--- src/rtl/fifo_read_skid_buffer.sv ---
// Two-entry registered output stage on the FIFO read port. The pop enable is
// decoded from registered state only, so the consumer's ready never reaches the FIFO.
module fifo_read_skid_buffer #(
    parameter int WIDTH = 8
) (
    input  logic             clock,
    input  logic             resetn,
    input  logic             flush,
    input  logic             fifo_read_empty,
    input  logic [WIDTH-1:0] fifo_read_data,
    output logic             fifo_read_enable,
    output logic             read_valid,
    input  logic             read_ready,
    output logic [WIDTH-1:0] read_data,
    output logic [1:0]       buffer_level
);

    typedef enum logic [1:0] {
        EMPTY = 2'd0,
        ONE   = 2'd1,
        TWO   = 2'd2
    } state_t;

    state_t           state;
    logic [WIDTH-1:0] main_q;
    logic [WIDTH-1:0] skid_q;
    logic             pop;
    logic             transfer;

    // State encoding doubles as the entry count.
    assign buffer_level     = state;
    assign read_valid       = (state != EMPTY);
    assign read_data        = main_q;
    assign transfer         = read_valid & read_ready;
    assign pop              = ~fifo_read_empty & (state != TWO) & ~flush;
    assign fifo_read_enable = pop;

    always_ff @(posedge clock or negedge resetn) begin
        if (!resetn) begin
            state  <= EMPTY;
            main_q <= '0;
            skid_q <= '0;
        end else if (flush) begin
            state <= EMPTY;
        end else begin
            case (state)
                EMPTY: begin
                    if (pop) begin
                        state  <= ONE;
                        main_q <= fifo_read_data;
                    end
                end
                ONE: begin
                    case ({pop, transfer})
                        2'b11: main_q <= fifo_read_data;
                        2'b10: begin
                            state  <= TWO;
                            skid_q <= fifo_read_data;
                        end
                        2'b01: state <= EMPTY;
                        default: ;
                    endcase
                end
                TWO: begin
                    if (transfer) begin
                        state  <= ONE;
                        main_q <= skid_q;
                    end
                end
                default: state <= EMPTY;
            endcase
        end
    end

endmodule

--- config.mk ---
export PLATFORM = sky130hd
export DESIGN_NAME = fifo_read_skid_buffer
export DESIGN_NICKNAME = d
export VERILOG_FILES = /design/src/rtl/fifo_read_skid_buffer.sv
export SDC_FILE = /design/constraint.sdc
export NUM_CORES = 1
export LEC_CHECK = 0
export CORE_MARGIN = 2
export CORE_UTILIZATION = 53
export CTS_CLUSTER_DIAMETER = 40
export DETAILED_ROUTE_END_ITERATION = 12
export DONT_BUFFER_PORTS = 1
export MAX_ROUTING_LAYER = met4
export PLACE_DENSITY = 0.77
export SLEW_MARGIN = 20
export SYNTH_ARGS = -nofsm -noshare
export SYNTH_HDL_FRONTEND = slang
export SYNTH_SLANG_ARGS = --single-unit
--- constraint.sdc ---
create_clock -name clock -period 1.53 [get_ports clock]
set_clock_uncertainty 0.2 [all_clocks]
set_input_delay 0.153 -clock clock [delete_from_list [all_inputs] [get_ports clock]]
set_output_delay 0.153 -clock clock [all_outputs]
set_load 0.01 [all_outputs]
# [Word-level counts from Yosys, hierarchy flattened]
# Index checks and enable logic that the tools add are counted.
[word_totals] reg_bits=18 mem_bits_rw=0 latchBits=0 mem_count=0 in_bits=13 output_inout_bits=12 romBits=0
[classes] div_mod_pow=0 shift=0 eq_ne=12 n_reduce_logical=6 n_mul=0 bitwise_logic=5 mux=9 addsub=0 n_lt_le_gt_ge=0
[ops] operator="8-bit 2-to-1 mux" n=3
[ops] operator="8-bit case mux with 3 select lines" n=1
[ops] operator="2-bit equality test, second input constant" n=3
[ops] operator="2-bit 2-to-1 mux" n=3
[ops] operator="2-bit != test, second input constant" n=3
[ops] operator="3-bit != test, second input constant" n=2
[ops] operator="2-bit case mux with 3 select lines" n=1
[ops] operator="3-bit AND reduction" n=2
[ops] operator="5-bit AND reduction" n=1
[ops] operator="2-bit by 1-bit equality test with 1-bit output, second input constant" n=2
[ops] operator="4-bit by 3-bit != test with 1-bit output, second input constant" n=1
[ops] operator="2-bit case mux with 2 select lines" n=1
[ops] operator="1-bit AND" n=3
[ops] operator="3-bit nonzero test" n=1
[ops] operator="2-bit zero test" n=1
[ops] operator="2-bit by 1-bit != test with 1-bit output, second input constant" n=1
[ops] operator="1-bit NOT" n=2
[ops] operator="2-bit nonzero test" n=1

# [Logic depth before layout (Yosys ltp)]
# Gate-level depths: netlist of run 1.
[depth] word_depth=7 ltp_mapped=5

# [Least setup slack after synthesis of run 1]
# Ideal clock, no wire load.
[synth_timing] path_type="flip-flop to flip-flop" start="reg state[0] (netlist: buffer_level[0])" end="reg main_q[0] (netlist: read_data[0])" required_time_ns=1.205 setup_ns=0.125 n_path_buf=2 arrival_ns=1.368 path_stages_with_launch=6 path_slack_ns=-0.163 cell_sequence="dfrtp_1 -> buf_4 -> nor2b_2 -> buf_6 -> mux2_2 -> mux2_4"
[synth_via] elab_chain_len=6 word_cells_on_any_way=15 classes_between="eq/ne: 7; mux: 1; bitwise: 3; reduce/logical: 4"
[synth_rtl] element="start, declared" line_no="24" text="state_t state;"
[synth_rtl] element="start signal, assigned" line_no="40" text="state <= EMPTY;"
[synth_rtl] element="start signal, assigned" line_no="44" text="state <= EMPTY;"
[synth_rtl] element="start signal, assigned" line_no="49" text="state <= ONE;"
[synth_rtl] element="2-bit != test" line_no="35" text="assign pop = ~fifo_read_empty & (state != TWO) & ~flush;"
[synth_rtl] element="1-bit AND (2 in a row)" line_no="35"
[synth_rtl] element="2-bit equality test" line_no="54" text="case ({pop, transfer})"
[synth_rtl] element="2-bit by 1-bit != test with 1-bit output (no line)"
[synth_rtl] element="5-bit AND reduction (no line)"
[synth_rtl] element="end signal, assigned" line_no="50" text="main_q <= fifo_read_data;"
[synth_rtl] element="end signal, assigned" line_no="55" text="2'b11: main_q <= fifo_read_data;"
[synth_rtl] element="end signal, assigned" line_no="67" text="main_q <= skid_q;"
[synth_rtl] element="end, declared" line_no="25" text="logic [WIDTH-1:0] main_q;"
# Several ways; a longest one is shown, not always the timed one.
# A chain may end at the register's enable or synchronous reset.

# [Worst setup path in the final report of run 1]
[layout_timing] start="reg state[1] (netlist: buffer_level[1])" end="reg main_q[2] (netlist: read_data[2])"
# Same word-level chain as after synthesis.

==> reports/results.ini, run 1 <==
[run_status]
status = finished, violations left
violations = setup timing

[yosys]
synth.top_cell.area_share_pct = 51.1
synth_ff_type = dfrtp_1
synth-edff-count = 0
synthesis.area_sq_um = 881
synth_xor_area_share_pct = 0
synth-compound-area-share_pct = 3.27
yosys.area_share.simple_pct = 6.53
ys_types = 17
yosysWarnings = 0
yosysMostFrequentCell = dfrtp_1
ys_seq_elements = 18
async_reset_ff_share_pct = 100
synthAdderAreaFrac_pct = 0
synth_common_cells = dfrtp_1, mux2_2, mux2_4
synth_area_leaders = dfrtp_1, mux2_2, mux2_4
syn_area_per_cell_sq_um = 14.2
synthMuxAreaShare_pct = 35.2
synth_top_family_by_area = multiplexers
seq_area_frac_synth_pct = 51.1
synthCells = 62
synth_top_cell_by_area = dfrtp_1
syn_nets = 75

[routing]
drt-pass1-iter-count = 3
route.met3.wl_um = 61
wl_per_cell_um = 16.3
via_count = 562
drtIter0Drc = 8
avgViaCountPerCell = 5.56
drc_errors = 0
wl_um = 1650
met1_length_um = 688
wl_met2_um = 884
routed.top_layer = met4
ant_nets = 0

[global_routing]
grt_pass1_wl_um = 2760
grt_use_total_pct = 20.5
grt_pass1_vias = 637
grt_overflow = 0
grt_start_max_net_pins = 19
antenna_found_initial = 0

[cells_and_area]
n_antenna_cell = 0
multi_input_area_sq_um = 449
nFillCells = 87
nNetsFinal = 100
syn_to_final_growth_pct = 33.8
fin_util_pct = 77.3
seqCellArea_sq_um = 452
drive_above_1_share_pct = 51.8

[timing]
setup_slack_ns = -0.149
hold_viol = 0
hold_ws_ns = 0.0803
setup_viol = 8
drv_slew = 0
finalCritPeriodShare_pct = 110
worstMarginPinSlew_ns = 0.779
final.min_clock_period_ns = 1.68
slew_headroom_pct = 47.9
grt_setup_unrepaired = yes
max_freq_mhz = 595

[placed_design]
gp_congestion = 0.807
hpwl_um = 1110
port_buffers = 0

[floorplan]
core_sq_mm = 0.00152
ioPinCount = 25
die_w_um = 44.8
placementRows = 14
die_area_sq_mm = 0.00200
start_util_pct = 57.8
die_h_um = 44.8

[worst_setup_path]
critical_path_required_ns = 1.50
slowest_stage = dfrtp_1
critPathKind = register to register
cp_max_fo = 8
cpPeakStageDelay_ns = 0.42
path_buf_inv = 1
cp-start-kind = register
crit_family = multiplexers
cp_cell_sequence = mux2i_2 -> a32o_2 -> buf_12 -> mux2_4
cp_data_arrival_time_ns = 1.65
endpoint_kind = register

[clock_network]
worstSkewPairLatency_ns = 0.28
cts_buffer_depth = 2
cts_tree = done
cts_buffers = 3
clkTransAtPathRegs_ns = 0.09
cts_root_buf = clkbuf_4
ctsHtreeMaxLevel = 1
cts_sinks = 18

[power_and_ir_drop]
power.density_mw_per_mm2 = 983
p_leak_nw = 0.548
finalPower_mw = 1.16
vdd_drop_max_v = 0.000724

[worst_hold_path]
min_path_type = primary input to register

[job]
maxCapViolations = 0

-- final cells by class --
| type | instances | share of cell area [%] |
|---|---|---|
| well taps | 16 | 1.70 |
| repair buffers | 23 | 19.6 |
| multi-input cells | 40 | 38.1 |
| flip-flops and latches | 18 | 38.3 |
| inverters | 1 | 0.318 |
| clock buffers | 3 | 1.91 |
-- layout by cell type (no fill, tap or decap), types with 2 or more instances in the layout --
master,count
mux2_4,16
nor2_1,4
clkbuf_4,3
buf_12,2
dlygate4sd3_1,12
dfrtp_1,17
mux2_2,8
buf_4,8
a21oi_1,2
-- path summary, 6_finish.rpt --
check                      slack [ns]  cells after the start            start         endpoint
max in group asynchronous        0.41                      1           resetn  buffer_level[0]
min reg2reg                      0.31                      1        skid_q[1]        skid_q[1]
max reg2reg                     -0.15                      4  buffer_level[1]     read_data[2]
max                             -0.15                      4  buffer_level[1]     read_data[2]
min in group asynchronous        0.19                      1           resetn  buffer_level[1]
min                              0.08                      4       read_ready        skid_q[7]
-- sequential cells by signal, summed over array words and instances, names as in the netlist --
name          count
read_data         8
buffer_level      2
skid_q            8
-- what timing repair did --
| item | 4_1_cts | 5_1_grt |
|---|---|---|
| setup buffers | 3 | 1 |
| endpoints found under the hold margin | 36 | 0 |
| gates resized for setup | 5 | 1 |
| setup endpoints to repair | 10 | 17 |
| hold buffers | 12 | 0 |
| pin swaps | 1 | 1 |
-- metal layers --
layer / GRT usage [%] / up-vias
met2: 34.5 / 12
li1: - / 266
met1: 23.3 / 282
met4: 9.09 / 0
met5: - / -
met3: 4.40 / 2
-- kinds of logic after synthesis --
family          count (synthesis)
mux                            25
flops                          18
simple gates                   11
compound gates                  4
buf+inv                         4
-- power by group --
part | switching, mW | internal [mW]
combinational | 0.0821 | 0.190
clock | 0.125 | 0.0912
sequential | 0.0868 | 0.583
-- metrics by stage --
step	instances	area [sq um]	setup WS, ns	setup TNS (ns)
after floorplan	62	920	-0.131	-1.05
after global placement	82	971	-0.126	-1.00
after detailed placement	82	971	-0.216	-1.65
after CTS	100	1170	-0.106	-0.792
after global routing	101	1180	-0.194	-1.89
final	101	1180	-0.149	-1.15
-- tightest hold or removal path: stages --
cell     delay (ns)
nor2_1         0.02
nand3_1        0.09
buf_4          0.13
mux2_2         0.14
(Power assumes the default switching activity.)
==> run 2: changes to the inputs <==
Settings changed: PLACE_DENSITY 0.77 to not set, PLACE_DENSITY_LB_ADDON set to 0.3.
==> reports/results.ini, run 2 (same netlist as run 1, synthesis figures left out) <==
[run_status]
status = finished, violations left
violations = setup timing

[cells_and_area]
layout_common_cells = mux2_4, dfrtp_1, dlygate4sd3_1
n_antenna_cell = 0
multi_input_area_sq_um = 449
nFillCells = 88
seqCellArea_sq_um = 453
nNetsFinal = 99
drive_above_1_share_pct = 52.9
fin_cells = 101
syn_to_final_growth_pct = 34.7

[floorplan]
start_util_pct = 57.8
placementRows = 14
ioPinCount = 25
die_area_sq_mm = 0.00200
die_h_um = 44.8
die_w_um = 44.8
core_sq_mm = 0.00152

[routing]
drc_errors = 0
drtIter0Drc = 9
wl_um = 1580
wl_per_cell_um = 15.6
drt-pass1-iter-count = 4
ant_nets = 0
avgViaCountPerCell = 5.63
via_count = 569

[clock_network]
ctsHtreeMaxLevel = 1
cts_root_buf = clkbuf_4
cts_buffers = 3
cts_sinks = 18
clkTransAtPathRegs_ns = 0.11
cts_tree = done
worstSkewPairLatency_ns = 0.30
cts_buffer_depth = 2

[worst_setup_path]
critical_path_required_ns = 1.51
r2r_slack_ns = -0.16
cp_cell_sequence = mux2i_2 -> a32o_2 -> buf_12 -> mux2_4
cp_data_arrival_time_ns = 1.67
path_buf_inv = 1
cp.depth = 4
critPathKind = register to register
reg2regPathDepth = 4
cp_max_fo = 8
cpPeakStageDelay_ns = 0.46
reg2reg_from = buffer_level[1]
endpoint_kind = register
timing.rr.end = read_data[1]
slowest_stage = dfrtp_2
cp-start-kind = register
crit_family = flip-flops

[timing]
slew_headroom_pct = 47.0
grt_setup_unrepaired = yes
finalCritPeriodShare_pct = 110
max_freq_mhz = 593
setup_viol = 9
hold_viol = 0
worstMarginPinSlew_ns = 0.793
setup_slack_ns = -0.158
final.min_clock_period_ns = 1.69
drv_slew = 0

[global_routing]
grt_overflow = 0
grt_pass1_wl_um = 2620
grt_pass1_vias = 576
antenna_found_initial = 0
grt_use_total_pct = 19.8
grt_start_max_net_pins = 19

[placed_design]
hpwl_um = 975
pre_cts_ws_ns = -0.189
dpl.cell_count = 82
port_buffers = 0
gp_congestion = 0.828

[power_and_ir_drop]
vdd_drop_max_v = 0.000621
power.density_mw_per_mm2 = 1040
p_leak_nw = 0.549

[job]
maxCapViolations = 0

[worst_hold_path]
hp-start = read_ready
hold_depth = 3
hold_path_end = buffer_level[0]
min_path_type = primary input to register

-- run 2: cell types whose count changed in the layout (fill, tap and decap cells not counted) --
cell | previous run | this run
buf_4 | 8 | 7
clkbuf_8 | 0 | 1
dfrtp_1 | 17 | 16
dfrtp_2 | 1 | 2
-- run 2: layout make-up --
class                           instances  area share [%]
Sequential cell                        18            38.2
Tap cell                               16            1.69
Multi-Input combinational cell         40            37.9
Timing Repair Buffer                   22            18.9
Inverter                                1           0.316
Clock buffer                            4            3.06
-- run 2: worst register-to-register path, stage by stage, from the launching register on --
cell and delay (ns):
dfrtp_2 0.46, mux2i_2 0.17, a32o_2 0.30, buf_12 0.15
mux2_4 0.29
-- run 2: worst max path at each step --
stage	startpoint	endpoint	slack, ns
global route	buffer_level[1]	read_data[3]	-0.19
detailed placement	buffer_level[1]	read_data[6]	-0.19
finish	buffer_level[1]	read_data[1]	-0.16
global placement	buffer_level[0]	read_data[4]	-0.14
CTS	buffer_level[1]	read_data[1]	-0.13
floorplan	buffer_level[0]	read_data[0]	-0.13
-- run 2: stage by stage --
step	total power, mW	TNS (ns)	area, sq um	utilization [%]	hold slack (ns)
finish	1.23	-1.21	1190	77.8	0.0359
global route	1.29	-1.79	1190	77.8	0.0924
CTS	1.24	-1.02	1170	76.8	0.0247
detailed placement	0.891	-1.50	971	63.7	-0.342
global placement	0.883	-1.14	971	63.7	-0.342
floorplan	0.854	-1.05	920	-	-0.343
-- run 2: power by group --
part           leakage (nW)  internal (mW)  switching [mW]
Combinational         0.313          0.191          0.0791
Sequential            0.216          0.583          0.0875
Clock                0.0210          0.145           0.145
Total                 0.549          0.919           0.312
-- run 2: repair_timing --
item | CTS | global route
resized for setup | 4 | 3
pin swaps | 1 | 1
gates cloned | 0 | 0
buffers inserted | 2 | 2
hold buffers | 12 | 0
setup endpoints to repair | 10 | 18
hold endpoints to repair | 36 | 0
-- run 2: layer usage --
layer / up-vias / wire [um] / GRT usage [%]
li1: 269 / - / -
met1: 276 / 699 / 23.4
met2: 20 / 778 / 31.0
met3: 4 / 66 / 3.60
met4: 0 / 30 / 12.7
met5: - / 0 / -
